### config.mk
export PLATFORM = sky130hd
export DESIGN_NAME = bus16_rx_buf
export DESIGN_NICKNAME = d
export VERILOG_FILES = /design/src/rtl/bus16_rx_buf.sv
export SDC_FILE = /design/constraint.sdc
export NUM_CORES = 1
export LEC_CHECK = 0
export CAP_MARGIN = 0
export CORE_ASPECT_RATIO = 1.25
export CORE_UTILIZATION = 50
export CTS_BUF_LIST = sky130_fd_sc_hd__clkbuf_4
export DETAILED_ROUTE_END_ITERATION = 10
export MAX_ROUTING_LAYER = met4
export PLACE_DENSITY = 0.87
export SYNTH_ARGS = -nofsm -noshare
export SYNTH_HDL_FRONTEND = slang
export SYNTH_SLANG_ARGS = --single-unit
export TNS_END_PERCENT = 10
### constraint.sdc
create_clock -name CLK -period 2.1 [get_ports CLK]
set_input_delay 0.63 -clock CLK [delete_from_list [all_inputs] [get_ports CLK]]
set_output_delay 0.63 -clock CLK [all_outputs]
set_load 0.01 [all_outputs]
### src/rtl/bus16_rx_buf.sv
// bus16_rx_buf: elastic receive FIFO for the 16-bit data bus.
// It captures words from the bus driver with a valid/ready handshake and
// presents them in order to the DLX datapath consumer. Occupancy and a
// sticky overflow flag are exposed for debug and flow control.
module bus16_rx_buf #(
    parameter int DEPTH = 4,
    parameter int CW    = $clog2(DEPTH) + 1
) (
    input  logic          CLK,
    input  logic          RESETN,
    input  logic          IN_VALID,
    input  logic [15:0]   IN_DATA,
    output logic          IN_READY,
    output logic          OUT_VALID,
    output logic [15:0]   OUT_DATA,
    input  logic          OUT_READY,
    output logic [CW-1:0] COUNT,
    output logic          OVF
);

    localparam int AW = $clog2(DEPTH);

    logic [15:0]   mem [DEPTH];
    logic [AW-1:0] wp;
    logic [AW-1:0] rp;
    logic [CW-1:0] cnt;
    logic          ovf_q;
    logic          full;
    logic          empty;
    logic          push;
    logic          pop;

    // Handshake decode; ready/valid come only from registered state (+ reset).
    always_comb begin
        full      = (cnt == CW'(DEPTH));
        empty     = (cnt == '0);
        IN_READY  = RESETN & ~full;
        OUT_VALID = ~empty;
        push      = IN_VALID & IN_READY;
        pop       = OUT_VALID & OUT_READY;
        OUT_DATA  = OUT_VALID ? mem[rp] : '0;
        COUNT     = cnt;
        OVF       = ovf_q;
    end

    // Storage array: written on an accepted push, never cleared by reset.
    always_ff @(posedge CLK) begin
        if (push) begin
            mem[wp] <= IN_DATA;
        end
    end

    // Pointers, occupancy and the sticky overflow flag.
    always_ff @(posedge CLK) begin
        if (!RESETN) begin
            wp    <= '0;
            rp    <= '0;
            cnt   <= '0;
            ovf_q <= 1'b0;
        end else begin
            if (push) begin
                wp <= wp + AW'(1);
            end
            if (pop) begin
                rp <= rp + AW'(1);
            end
            if (push && !pop) begin
                cnt <= cnt + CW'(1);
            end else if (pop && !push) begin
                cnt <= cnt - CW'(1);
            end
            if (IN_VALID && !IN_READY) begin
                ovf_q <= 1'b1;
            end
        end
    end

endmodule

==> results of run 1 <==
[registers in the layout, summed over array words and instances, names as in the netlist, named ones only]
| name | flops |
|---|---|
| mem | 64 |
| COUNT | 3 |
| rp | 2 |
| wp | 2 |
| OVF | 1 |
[worst reg2reg max path, delay by kind of cell, from the launching register on]
| family | cells | cell delay [ns] |
|---|---|---|
| simple gates | 3 | 0.72 |
| buf+inv | 1 | 0.05 |
| flops | 1 | 0.39 |
| xor+xnor | 1 | 0.15 |
| compound gates | 1 | 0.11 |
| fa+ha+maj | 2 | 0.50 |
[worst min-delay path by stage]
stage / from / endpoint / slack (ns) / cells after the start
2_1_floorplan: wp[1]$_SDFFE_PN0P_ / wp[1]$_SDFFE_PN0P_ / 0.47 / 2
3_3_place_gp: rp[1]$_SDFFE_PN0P_ / rp[1]$_SDFFE_PN0P_ / 0.48 / 2
3_5_place_dp: wp[1]$_SDFFE_PN0P_ / wp[1]$_SDFFE_PN0P_ / 0.49 / 2
4_1_cts: wp[1]$_SDFFE_PN0P_ / wp[1]$_SDFFE_PN0P_ / 0.51 / 2
5_1_grt: wp[1]$_SDFFE_PN0P_ / wp[1]$_SDFFE_PN0P_ / 0.54 / 2
6_report: rp[1]$_SDFFE_PN0P_ / flip-flop / 0.50 / 2
[stage by stage]
stage                     power, W  utilization  hold slack (ns)
after floorplan            0.00284            -            0.468
after global placement     0.00374        0.650            0.481
after detailed placement   0.00380        0.650            0.494
after CTS                  0.00476        0.682            0.509
after global routing       0.00504        0.693            0.540
final                      0.00480        0.693            0.499
[layout make-up]
cell class,instances,share of cell area
tap,64,0.0208
inverter,5,0.00487
clock buffer,9,0.0175
sequential,74,0.555
clock inverter,7,0.0244
multi-input combinational,69,0.210
timing repair buffer,64,0.168
[layer usage]
metal | vias up | share of wire
met5 | - | 0
met4 | 0 | 0.013
met3 | 6 | 0.042
met2 | 43 | 0.55
met1 | 761 | 0.40
li1 | 730 | -
[where the power goes]
group	leakage [nW]	internal, W	switching, W	total, W
registers	0.666	0.00178	0.000126	0.00191
logic	0.689	0.00112	0.000821	0.00194
clock network	0.0819	0.000480	0.000475	0.000955
[cells in the mapped netlist]
cell,instances
sky130_fd_sc_hd__dfxtp_1,10
sky130_fd_sc_hd__mux4_2,16
sky130_fd_sc_hd__buf_2,1
sky130_fd_sc_hd__fa_1,1
sky130_fd_sc_hd__a21boi_0,2
sky130_fd_sc_hd__xnor2_1,2
sky130_fd_sc_hd__nor2_1,1
sky130_fd_sc_hd__xor2_1,1
sky130_fd_sc_hd__edfxtp_1,64
sky130_fd_sc_hd__buf_4,1
sky130_fd_sc_hd__and3_1,1
sky130_fd_sc_hd__ha_1,5
sky130_fd_sc_hd__mux2i_1,3
sky130_fd_sc_hd__or3_1,2
sky130_fd_sc_hd__nand2_1,3
sky130_fd_sc_hd__and2_1,8
sky130_fd_sc_hd__inv_1,5
sky130_fd_sc_hd__and2b_1,4
sky130_fd_sc_hd__a31oi_1,1
sky130_fd_sc_hd__clkbuf_1,3
sky130_fd_sc_hd__buf_6,2
sky130_fd_sc_hd__nor2b_1,14
sky130_fd_sc_hd__o31ai_1,1
sky130_fd_sc_hd__nor3_2,1
sky130_fd_sc_hd__o21ai_0,2
sky130_fd_sc_hd__or3b_1,1
[cell families (layout without fill, tap and decap cells)]
group,Yosys count,after routing,share of synthesized area
adders and majority gates,6,6,0.0280
DFF,74,74,0.720
buffers and inverters,12,85,0.0221
muxes,19,19,0.133
xor gates and xnor gates,3,3,0.00892
AOI/OAI and AO/OA,6,6,0.0132
and+or+nand+nor,35,35,0.0748
[timing repair]
item,CTS,global route
pin swaps,0,2
gates resized for setup,81,14
hold endpoints to repair,0,0
endpoints found under the setup margin,22,21
buffers inserted,1,4
gates cloned,1,0
==> summary by stage, run 1 <==
Status
The flow ran to the end, but the final reports show violations. The final reports fail on DRC, setup timing.

Global route
The number of antenna violations at the first check in global routing is 0. For met3 alone, demand over resource in global routing was 0.0345. The first global-routing pass estimated 7.87 mm of wire. In this run the most used layer during global routing was met2. The total global-route track usage is 0.183. The maximum number of pins on one net before global-route repair is 20. The met1 usage in global routing is 0.192. The via count of the first global-routing pass came to 1649. For this run, global-route usage on met2 was measured as 0.333.

The overflow left after global routing is 0.

STA
Counting I/O delays and the setup requirement, the final critical path takes 2.44 ns. At the pin with the least slew margin, the transition time is 0.245 ns. The clock arrives with 0.0165 ns of skew. The number of slew-limit violations in the final report was 0.

The normalized max-slew margin is 0.836. The post-route clock period utilization is 1.16. The setup TNS is -4.47 ns. Setup violations remaining at the end of the flow were counted as 16. After layout, the worst setup slack is -0.337 ns.

Timing would allow up to 410 MHz. Setup repair after global routing could not meet its margin everywhere. The final hold violation count is 0.

Final layout
The layout net count is 249. In the final layout, the share of cells above drive strength 1 is 0.377. The count of cells in the finished layout, fillers not included, comes to 292. The sequential cells in the finished layout cover a total of 2140 µm². The area added between synthesis and finish is 30.7%. Summing all multi-input logic gate instances after layout gives 807 µm². The filler cells instantiated in the layout total 371.

The finished cells cover 3850 µm². The top cell types in the final layout, fill and taps aside, are sky130_fd_sc_hd__edfxtp_1 (64), sky130_fd_sc_hd__clkdlybuf4s50_1 (17), sky130_fd_sc_hd__mux4_2 (16). The most frequent standard cell in the layout excluding fill and tap cells is sky130_fd_sc_hd__edfxtp_1. The count of inserted antenna diode cells is 0.

Floorplan
The width of the chip is 70.6 µm. In this run the standard cell core region covers 5560 µm². The floorplan step set the die height to 87.8 µm. The effective utilization at floorplan is 0.530. The count of pins on the block boundary is 42. The floorplan has 30 rows.

The total die area is 6200 µm².

Power and ir drop
For this design the ratio of total power to cell area is 1250 nW/µm². The leakage power is 1.44 nW. The worst ir drop on vdd is 0.796 mV.

Critical path
The endpoint identified for the worst register-to-register timing path is COUNT[2]$_SDFFE_PN0P_. The critical path goes through buf_16 > buf_6 > mux4_2 > and2b_1 > buf_2. The slack of the worst reg-to-reg path is 0.13 ns. The largest individual stage delay along the critical path comes from the cell sky130_fd_sc_hd__mux4_2. At the worst endpoint, the arrival time is 1.81 ns. In this design, the stage delay of the slowest critical-path cell is 0.48 ns. Of all nets on the critical path, the largest fanout is 6. The startpoint of the lowest-slack register-to-register path is COUNT[2]$_SDFFE_PN0P_. The worst setup path is launched from a flip-flop. The critical path runs through a total of 5 cells. The buffer and inverter count on the worst path is 3. The capture point of the critical path is OUT_DATA[15]. The data required time at the worst endpoint is 1.47 ns. For the worst flop-to-flop path, the logic depth is 8. The family of cells with the greatest summed delay on the critical path is multiplexers. The setup path with the least slack is of type reg2out.

STA classifies the critical path endpoint as an output port.

Yosys
The post-synthesis net count is 181. Synthesis inferred 74 register bits. Synthesis produced 155 cells. The top cell type's share of synthesized area is 0.653.

Yosys attributes the largest share of cell area to sky130_fd_sc_hd__edfxtp_1 (65%), sky130_fd_sc_hd__mux4_2 (12%), sky130_fd_sc_hd__dfxtp_1 (6.8%). The count of unique library cells instantiated by Yosys is 26. The leading area contributor after synthesis is sky130_fd_sc_hd__edfxtp_1. Each instance of the synthesized netlist takes up on average 19.0 µm². The summed instance area of the synthesized netlist is 2950 µm². The share of the Yosys chip area taken by registers is 0.720. Yosys printed 0 warnings.

Drt
In this run the remaining antenna-violating nets after routing total 0. The starting DRC count in detailed routing is 135. After detailed routing, the number of remaining DRC violations is 4. The routed design has 5.02 mm of wire. After detailed routing, the number of vias per cell comes to 5.27. Dividing the detail-routed wire length by the instance count gives 17.2 µm. The first detailed-routing pass ran for 7 iterations. The total number of vias is 1540.

Clock network
The clock buffer count from CTS is 9. The number of levels the H-tree was split into is 3. In this run the deepest clock path goes through 2 buffers. After clock tree synthesis, the clock-pin slew on the worst setup and hold paths is 0.11 ns. For this design, the CTS-stage hold fixing added 0 buffers. The clock latency at the later pin of the worst-skew pair is 0.40 ns. TritonCTS built the clock tree. The cell chosen for the clock root is sky130_fd_sc_hd__clkbuf_4. CTS saw 74 sinks.

Job
Across the run, the number of max-cap violations was 0.

Place
In this run, placement finished with an instance count of 270. The number of input and output port buffers inserted is 41. OpenSTA, run right after detailed placement, puts the worst setup slack at -0.471 ns.

The wire-length estimate of the detail-placed layout is 3.16 mm. The post-place instance area is 3610 µm². The weighted congestion at the end of routability-driven global placement is 0.776.

Hold path
The type of the worst min-delay path is reg2reg.
Note: power is estimated with default switching activity, not from simulation.
==> inputs of run 2 (changes only) <==
--- a/config.mk
+++ b/config.mk
@@ -12,6 +12,7 @@
 export DETAILED_ROUTE_END_ITERATION = 10
 export MAX_ROUTING_LAYER = met4
 export PLACE_DENSITY = 0.87
+export SKIP_LAST_GASP = 1
 export SYNTH_ARGS = -nofsm -noshare
 export SYNTH_HDL_FRONTEND = slang
 export SYNTH_SLANG_ARGS = --single-unit
==> run 2 against run 1 <==
Sequential power barely moved. Critical path depth fell by 1. Global-route usage grew 0.26 points. Die area stayed put. Via count grew 0.26%. Combinational power fell by 3%. Sequential cell count unchanged. The run still ends with DRC, setup timing left. Final cell count shrank 1.4%. Highest routed layer unchanged. First-iteration DRC count rose by 5.9%. Critical path type unchanged.
==> summary by stage, run 2 (synthesized netlist as in run 1, its figures left out) <==
Critical path
The largest incremental delay on the critical path is 0.50 ns (+0.02 ns). The maximum net fanout on the critical path is 3 (-3). The startpoint identified for the worst register-to-register timing path is COUNT[2]$_SDFFE_PN0P_. The most critical setup path has its endpoint at OUT_DATA[2].

The critical path goes through buf_6 > mux4_2 > nor2b_1 > clkdlybuf4s15_1. The slowest library cell on the worst path is sky130_fd_sc_hd__mux4_2. The critical path data arrival time was 1.82 ns (about the same).

The number of cells on the worst reg-to-reg path is 8 (unchanged). The buffer and inverter count on the worst path is 2 (-1). The kind of cell with the highest combined delay along the critical path is multiplexers. The reg-to-reg endpoint is COUNT[2]$_SDFFE_PN0P_. The critical path is of the reg2out type. STA classifies the critical path endpoint as an output port. The number of logic stages on the critical path including buffering is 4 (-1). The element type at the critical path start is a flip-flop. The slack of the worst reg-to-reg path came to 0.12 ns (about the same). The data required time at the worst endpoint is 1.47 ns (about the same).

STA
The setup TNS is -5.51 ns (-1.04 ns). The maximum clock frequency is 408 MHz (-0.64%). The worst setup skew after layout is 0.0181 ns (+0.00165 ns).

The final hold violation count is 0 (unchanged). The number of slew-limit violations in the final report is 0 (unchanged). The normalized max-slew margin is 0.789 (-0.0465). The minimum clock period came to 2.45 ns (+0.0158 ns). The post-route clock period utilization is 1.17 (+0.00751). The final worst slack came to -0.352 ns (-0.0158 ns). The transition time at the pin with the least slew margin is 0.313 ns (+0.0686 ns). Setup repair after global routing could not meet its margin everywhere. The number of setup violations in the final report is 20 (+4).

Clock network
The clock slew seen by the registers of the worst setup and hold paths was 0.11 ns (about the same). The tree is rooted in a sky130_fd_sc_hd__clkbuf_4. The clock buffer count from CTS is 9 (unchanged). The count of hold-fix buffers inserted at cts came to 0 (unchanged). The clock latency at the later pin of the worst-skew pair is 0.40 ns (about the same). The number of levels the H-tree was split into is 3 (unchanged). The maximum buffer depth of the clock tree is 2 (unchanged).

The clock sink count is 74 (unchanged). TritonCTS built the clock tree.

Drt
The total number of vias is 1544 (+0.26%). The total length of routed met3 wires is 219 µm (+3.3%). The starting DRC count in detailed routing was 143 (+5.9%). The ratio of routed vias to standard cells is 5.36 (+1.7%). The detailed-route wire length on metal 1 was 1.95 mm (-2.0%).

The total wirelength of the detailed-routed design was 4.90 mm (-2.4%). The highest layer touched by signal routing is met4. The met2 wirelength from detailed routing is 2.67 mm (-3.1%). The residual antenna-violating net count after detailed routing came to 0 (unchanged).

The wire length per cell after detailed routing is 17.0 µm (-1.0%). The number of design rule violations left after detail routing is 4 (unchanged). The detailed-routing iteration count for the pre-antenna-repair pass is 7 (unchanged).

Global route
The overflow left after global routing is 0 (unchanged). The via count of the first global-routing pass is 1653 (+0.24%). The wire length of the first global-routing pass came to 7.96 mm (+1.1%). The number of antenna violations at the first check in global routing is 0 (unchanged). The total global-route track usage came to 0.185 (+0.00258). The maximum number of pins on one net before global-route repair is 20 (unchanged).

Place
The placement-stage worst setup slack is -0.471 ns (unchanged). The number of input and output port buffers inserted was 41 (unchanged). The detailed-placement wirelength estimate is 3.16 mm (unchanged). The weighted congestion at the end of routability-driven global placement is 0.776 (unchanged).

Final layout
The register containing the most flip-flops in the final layout is mem. The top cell types in the final layout, fill and taps aside, are sky130_fd_sc_hd__edfxtp_1 (64), sky130_fd_sc_hd__clkdlybuf4s50_1 (25), sky130_fd_sc_hd__mux4_2 (16). Leaving out fill and tap cells, the most frequent cell in the layout is sky130_fd_sc_hd__edfxtp_1. Relative to the synthesized area, the layout overhead comes to 29.3%. The layout net count is 245 (-1.6%). The number of flip-flops under the largest register name is 64 (unchanged). The final cell utilization of the core is 0.686 (-0.00743). The count of inserted antenna diode cells is 0 (unchanged). The proportion of layout cells with a drive suffix above 1 is 0.304 (-0.0736).

Status
The final reports fail on DRC, setup timing. The run finished, with violations left.

Floorplan
The cell row count is 30 (unchanged). The total die area is 6200 µm² (unchanged). The count of pins on the block boundary is 42 (unchanged).

The die outline height is 87.8 µm (unchanged). The effective utilization at floorplan is 0.530 (unchanged). The standard cell core area was 5560 µm² (unchanged). The width of the chip came to 70.6 µm (unchanged).

Job
The number of max-cap violations is 0 (unchanged).

Hold path
The type of the worst min-delay path is reg2reg.

Power and ir drop
The total power per unit cell area was 1240 nW/µm² (-0.78%). The worst ir drop on vdd is 0.808 mV (+1.4%). The leakage power is 1.33 nW (-7.7%). The total power is 0.00471 W (-1.8%).
-- run 2: cell count changes in the layout (fill, tap and decap cells not counted), moves of 2 or more --
| cell | change |
|---|---|
| sky130_fd_sc_hd__clkdlybuf4s50_1 | +8 |
| sky130_fd_sc_hd__buf_6 | -2 |
| sky130_fd_sc_hd__dlymetal6s2s_1 | -6 |
| sky130_fd_sc_hd__dfxtp_2 | +3 |
| sky130_fd_sc_hd__buf_2 | -8 |
| sky130_fd_sc_hd__clkdlybuf4s15_1 | +8 |
| sky130_fd_sc_hd__buf_4 | -4 |
| sky130_fd_sc_hd__dfxtp_4 | -3 |
-- run 2: worst min path at each step --
stage,from,end,depth (start not counted)
floorplan,wp[1]$_SDFFE_PN0P_,wp[1]$_SDFFE_PN0P_,2
global placement,rp[1]$_SDFFE_PN0P_,rp[1]$_SDFFE_PN0P_,2
detailed placement,wp[1]$_SDFFE_PN0P_,wp[1]$_SDFFE_PN0P_,2
CTS,wp[1]$_SDFFE_PN0P_,wp[1]$_SDFFE_PN0P_,2
global route,wp[1]$_SDFFE_PN0P_,wp[1]$_SDFFE_PN0P_,2
finish,wp[1]$_SDFFE_PN0P_,wp[1]$_SDFFE_PN0P_,2
-- run 2: timing repair --
item / in CTS / in global routing
setup buffers: 1 / 0
gates cloned: 1 / 0
pin swaps: 0 / 0
gates resized for setup: 56 / 1
endpoints found under the setup margin: 22 / 22
-- run 2: through the flow --
stage / std cells / area [µm²] / hold WS, ns
CTS: 288 / 3810 / 0.509
global placement: 270 / 3610 / 0.481
detailed placement: 270 / 3610 / 0.494
floorplan: 155 / 2950 / 0.468
global route: 288 / 3810 / 0.540
finish: 288 / 3810 / 0.503
-- run 2: final cells by class --
type | instances | area (µm²)
Clock buffer | 9 | 67.6
Clock inverter | 7 | 93.8
Fill cell | 369 | 1750
Inverter | 5 | 18.8
Multi-Input combinational cell | 69 | 778
Sequential cell | 74 | 2130
Tap cell | 64 | 80.1
Timing Repair Buffer | 60 | 641
-- run 2: worst min-delay path: stages (launching register included) --
cell	delay, ns
sky130_fd_sc_hd__dfxtp_1	0.35
sky130_fd_sc_hd__nand2_1	0.06
sky130_fd_sc_hd__mux2i_1	0.05
-- run 2: layer usage --
layer | GRT usage | vias to the layer above
met3 | 0.0345 | 8
met1 | 0.202 | 758
met2 | 0.331 | 54
met5 | - | -
li1 | - | 724
met4 | 0.0873 | 0
-- run 2: where the power goes --
group,internal (W),switching (W),total (W)
registers,0.00177,0.000116,0.00189
clock network,0.000480,0.000469,0.000949
logic,0.00109,0.000788,0.00188
total,0.00334,0.00137,0.00471
==> inputs of run 3 (changes only) <==
--- a/config.mk
+++ b/config.mk
@@ -11,7 +11,7 @@
 export CTS_BUF_LIST = sky130_fd_sc_hd__clkbuf_4
 export DETAILED_ROUTE_END_ITERATION = 10
 export MAX_ROUTING_LAYER = met4
-export PLACE_DENSITY = 0.87
+export PLACE_DENSITY = 0.77
 export SKIP_LAST_GASP = 1
 export SYNTH_ARGS = -nofsm -noshare
 export SYNTH_HDL_FRONTEND = slang
==> run 3 against run 2 <==
The run still ends with DRC, setup timing left. Sequential power hardly changed. Combinational power shrank 5%. Sequential cell count unchanged. Via count increased by 3.5%. Largest power group unchanged. Critical path type unchanged.
==> summary by stage, run 3 (synthesized netlist as in run 1, its figures left out) <==
Clock network
In this run the clock root is driven by a sky130_fd_sc_hd__clkbuf_4. The clock slew seen by the registers of the worst setup and hold paths is 0.11 ns (about the same). The clock tree from TritonCTS is yes.

The clock sink count is 74 (unchanged). The number of levels the H-tree was split into was 3 (unchanged). The clock buffer count from CTS is 9 (unchanged). The maximum buffer depth of the clock tree is 2 (unchanged). The count of hold-fix buffers inserted at cts came to 0 (unchanged). The clock latency at the later pin of the worst-skew pair is 0.42 ns (+0.02 ns).

STA
Setup repair after global routing could not meet its margin everywhere. The post-route clock period utilization is 1.15 (-0.0176). The maximum clock frequency was 414 MHz (+1.5%). The final worst slack was -0.315 ns (+0.0370 ns).

The minimum clock period is 2.42 ns (-0.0370 ns). The worst setup skew after layout came to 0.0139 ns (-0.00422 ns). The number of setup violations in the final report is 20 (unchanged). The transition time at the pin with the least slew margin is 0.305 ns (-0.00869 ns).

The final hold violation count came to 0 (unchanged). The number of slew-limit violations in the final report is 0 (unchanged). The normalized max-slew margin is 0.795 (+0.00584).

Floorplan
The total die area is 6200 µm² (unchanged). The die outline height is 87.8 µm (unchanged). The cell row count was 30 (unchanged). The effective utilization at floorplan is 0.530 (unchanged). The standard cell core area was 5560 µm² (unchanged).

The count of pins on the block boundary was 42 (unchanged). The width of the chip was 70.6 µm (unchanged).

Critical path
The critical path data arrival time is 1.79 ns (-0.03 ns). The family of cells with the greatest summed delay on the critical path is multiplexers. The maximum net fanout on the critical path is 8 (+5).

Walking the worst path, the cells encountered are buf_12 > mux4_2 > and2b_1 > buf_2. The worst setup path is launched from a flip-flop. The largest incremental delay on the critical path is 0.50 ns (about the same). The data required time at the worst endpoint is 1.47 ns (about the same). The slowest stage of the critical path is the sky130_fd_sc_hd__mux4_2 cell. The critical path class is reg2out. The buffer and inverter count on the worst path came to 2 (unchanged). The endpoint kind of the worst setup timing path is an output port.

Drt
The residual antenna-violating net count after detailed routing was 0 (unchanged). The ratio of routed vias to standard cells was 5.51 (+2.8%). The starting DRC count in detailed routing was 100 (-30%). The number of design rule violations left after detail routing is 8 (+4). The total wirelength of the detailed-routed design is 5.57 mm (+14%). The total number of vias was 1598 (+3.5%). The wire length per cell after detailed routing is 19.2 µm (+13%).

The detailed-routing iteration count for the pre-antenna-repair pass was 8 (+1).

Final layout
The count of inserted antenna diode cells came to 0 (unchanged). The number of inserted filler cells in the final layout is 375 (+1.6%). mem holds more flip-flops than any other register. Leaving out fill and tap cells, the most frequent cells in the layout are sky130_fd_sc_hd__edfxtp_1 (64), sky130_fd_sc_hd__clkdlybuf4s50_1 (24), sky130_fd_sc_hd__mux4_2 (16), sky130_fd_sc_hd__buf_2 (16), sky130_fd_sc_hd__buf_4 (16). The sequential standard cell area is 2130 µm² (unchanged).

The library cell used most frequently in the layout, excluding fill and tap cells, is sky130_fd_sc_hd__edfxtp_1. The layout net count is 247 (+0.82%). The proportion of layout cells with a drive suffix above 1 came to 0.345 (+0.0416). The final cell utilization of the core is 0.670 (-0.0158). The footprint of the multi-input gates came to 776 µm² (-0.32%). The area growth from synthesis to layout is 26.3%. The number of flip-flops under the largest register name came to 64 (unchanged).

Place
The weighted congestion at the end of routability-driven global placement is 0.730 (-6.0%). The number of input and output port buffers inserted is 41 (unchanged). The detailed-placement wirelength estimate is 3.62 mm (+15%). The placement-stage worst setup slack is -0.503 ns (-0.0324 ns).

Global route
The number of antenna violations at the first check in global routing was 0 (unchanged). The wire length of the first global-routing pass is 8.72 mm (+9.6%). The total global-route track usage is 0.209 (+0.0231). The via count of the first global-routing pass is 1701 (+2.9%). The overflow left after global routing is 0 (unchanged).

The maximum number of pins on one net before global-route repair is 20 (unchanged).

Status
The final reports fail on DRC, setup timing. The flow ran to the end, but the final reports show violations.

Power and ir drop
The power spent charging and discharging nets is 0.00140 W (+1.8%). The total power came to 0.00463 W (-1.9%). The portion of total power attributed to sequential cells is 0.406 (+0.006). The worst ir drop on vdd is 0.972 mV (+20%). The clock share of power is 0.209 (+0.008). The share of power burned in combinational logic is 0.385 (-0.014). The net switching fraction of the power came to 0.302 (+0.0109). The total power per unit cell area came to 1240 nW/µm² (+0.46%).

The internal power is 0.00323 W (-3.4%). The leakage power is 1.32 nW (about the same).

Hold path
The tightest min-delay check is of the reg2reg type.

Job
The number of max-cap violations is 0 (unchanged).
## run 3: cell types whose count changed in the layout (fill, tap and decap cells not counted), moves of 2 or more
cell	change
sky130_fd_sc_hd__buf_2	+11
sky130_fd_sc_hd__clkdlybuf4s15_1	-8
sky130_fd_sc_hd__buf_4	+7
sky130_fd_sc_hd__buf_12	-3
sky130_fd_sc_hd__buf_6	-3
sky130_fd_sc_hd__nor2b_2	+2
## run 3: worst paths after layout
check	start	end	slack, ns	depth (start not counted)
worst max-delay path	flip-flop	OUT_DATA[8]	-0.32	4
worst min-delay path	OVF$_SDFFE_PN0P_	OVF$_SDFFE_PN0P_	0.52	2
worst max register to register	COUNT[2]$_SDFFE_PN0P_	COUNT[2]$_SDFFE_PN0P_	0.06	8
worst min register to register	OVF$_SDFFE_PN0P_	OVF$_SDFFE_PN0P_	0.52	2
## run 3: cell type report
| cell class | count | area share |
|---|---|---|
| well taps | 64 | 0.0215 |
| clock inverters | 7 | 0.0249 |
| inverters | 5 | 0.00504 |
| clock buffers | 9 | 0.0182 |
| flip-flops and latches | 74 | 0.572 |
| multi-input cells | 69 | 0.208 |
| repair buffers | 62 | 0.150 |
## run 3: routing by layer
| layer | vias up | track usage | routed length [µm] |
|---|---|---|---|
| li1 | 730 | - | - |
| met1 | 813 | 0.213 | 2040 |
| met2 | 46 | 0.379 | 3160 |
| met3 | 9 | 0.0483 | 254 |
| met4 | 0 | 0.100 | 104 |
| met5 | - | - | 0 |
## run 3: worst register-to-register path, delay by kind of cell, from the launching register on
family / cells / cell delay (ns)
AND/OR/NAND/NOR: 3 / 0.88
AO/OA/AOI/OAI: 1 / 0.15
adder cells (fa/ha/maj): 2 / 0.39
flip-flops: 1 / 0.39
XOR/XNOR: 1 / 0.07
buffers and inverters: 1 / 0.08
## run 3: through the flow
step | std cells | hold WS (ns) | setup TNS [ns] | cell area [µm²]
6_report | 290 | 0.515 | -5.04 | 3720
5_1_grt | 290 | 0.550 | -6.51 | 3720
4_1_cts | 290 | 0.524 | -5.83 | 3720
3_5_place_dp | 273 | 0.487 | -8.01 | 3600
3_3_place_gp | 273 | 0.476 | -4.69 | 3600
2_1_floorplan | 155 | 0.468 | 0 | 2950
## run 3: power groups by stage
stage / Clock, W / Sequential (W) / Combinational [W]
global placement: 0 / 0.00187 / 0.00185
detailed placement: 0 / 0.00189 / 0.00191
floorplan: 0 / 0.00189 / 0.000951
global route: 0.00104 / 0.00190 / 0.00194
CTS: 0.000987 / 0.00188 / 0.00182
finish: 0.000965 / 0.00188 / 0.00178
## run 3: what timing repair did
item                                    in CTS  in global routing
gates resized for setup                     73                  0
gates cloned                                 1                  0
pin swaps                                    0                  0
setup buffers                                0                  0
hold endpoints to repair                     0                  0
endpoints found under the setup margin      22                 23
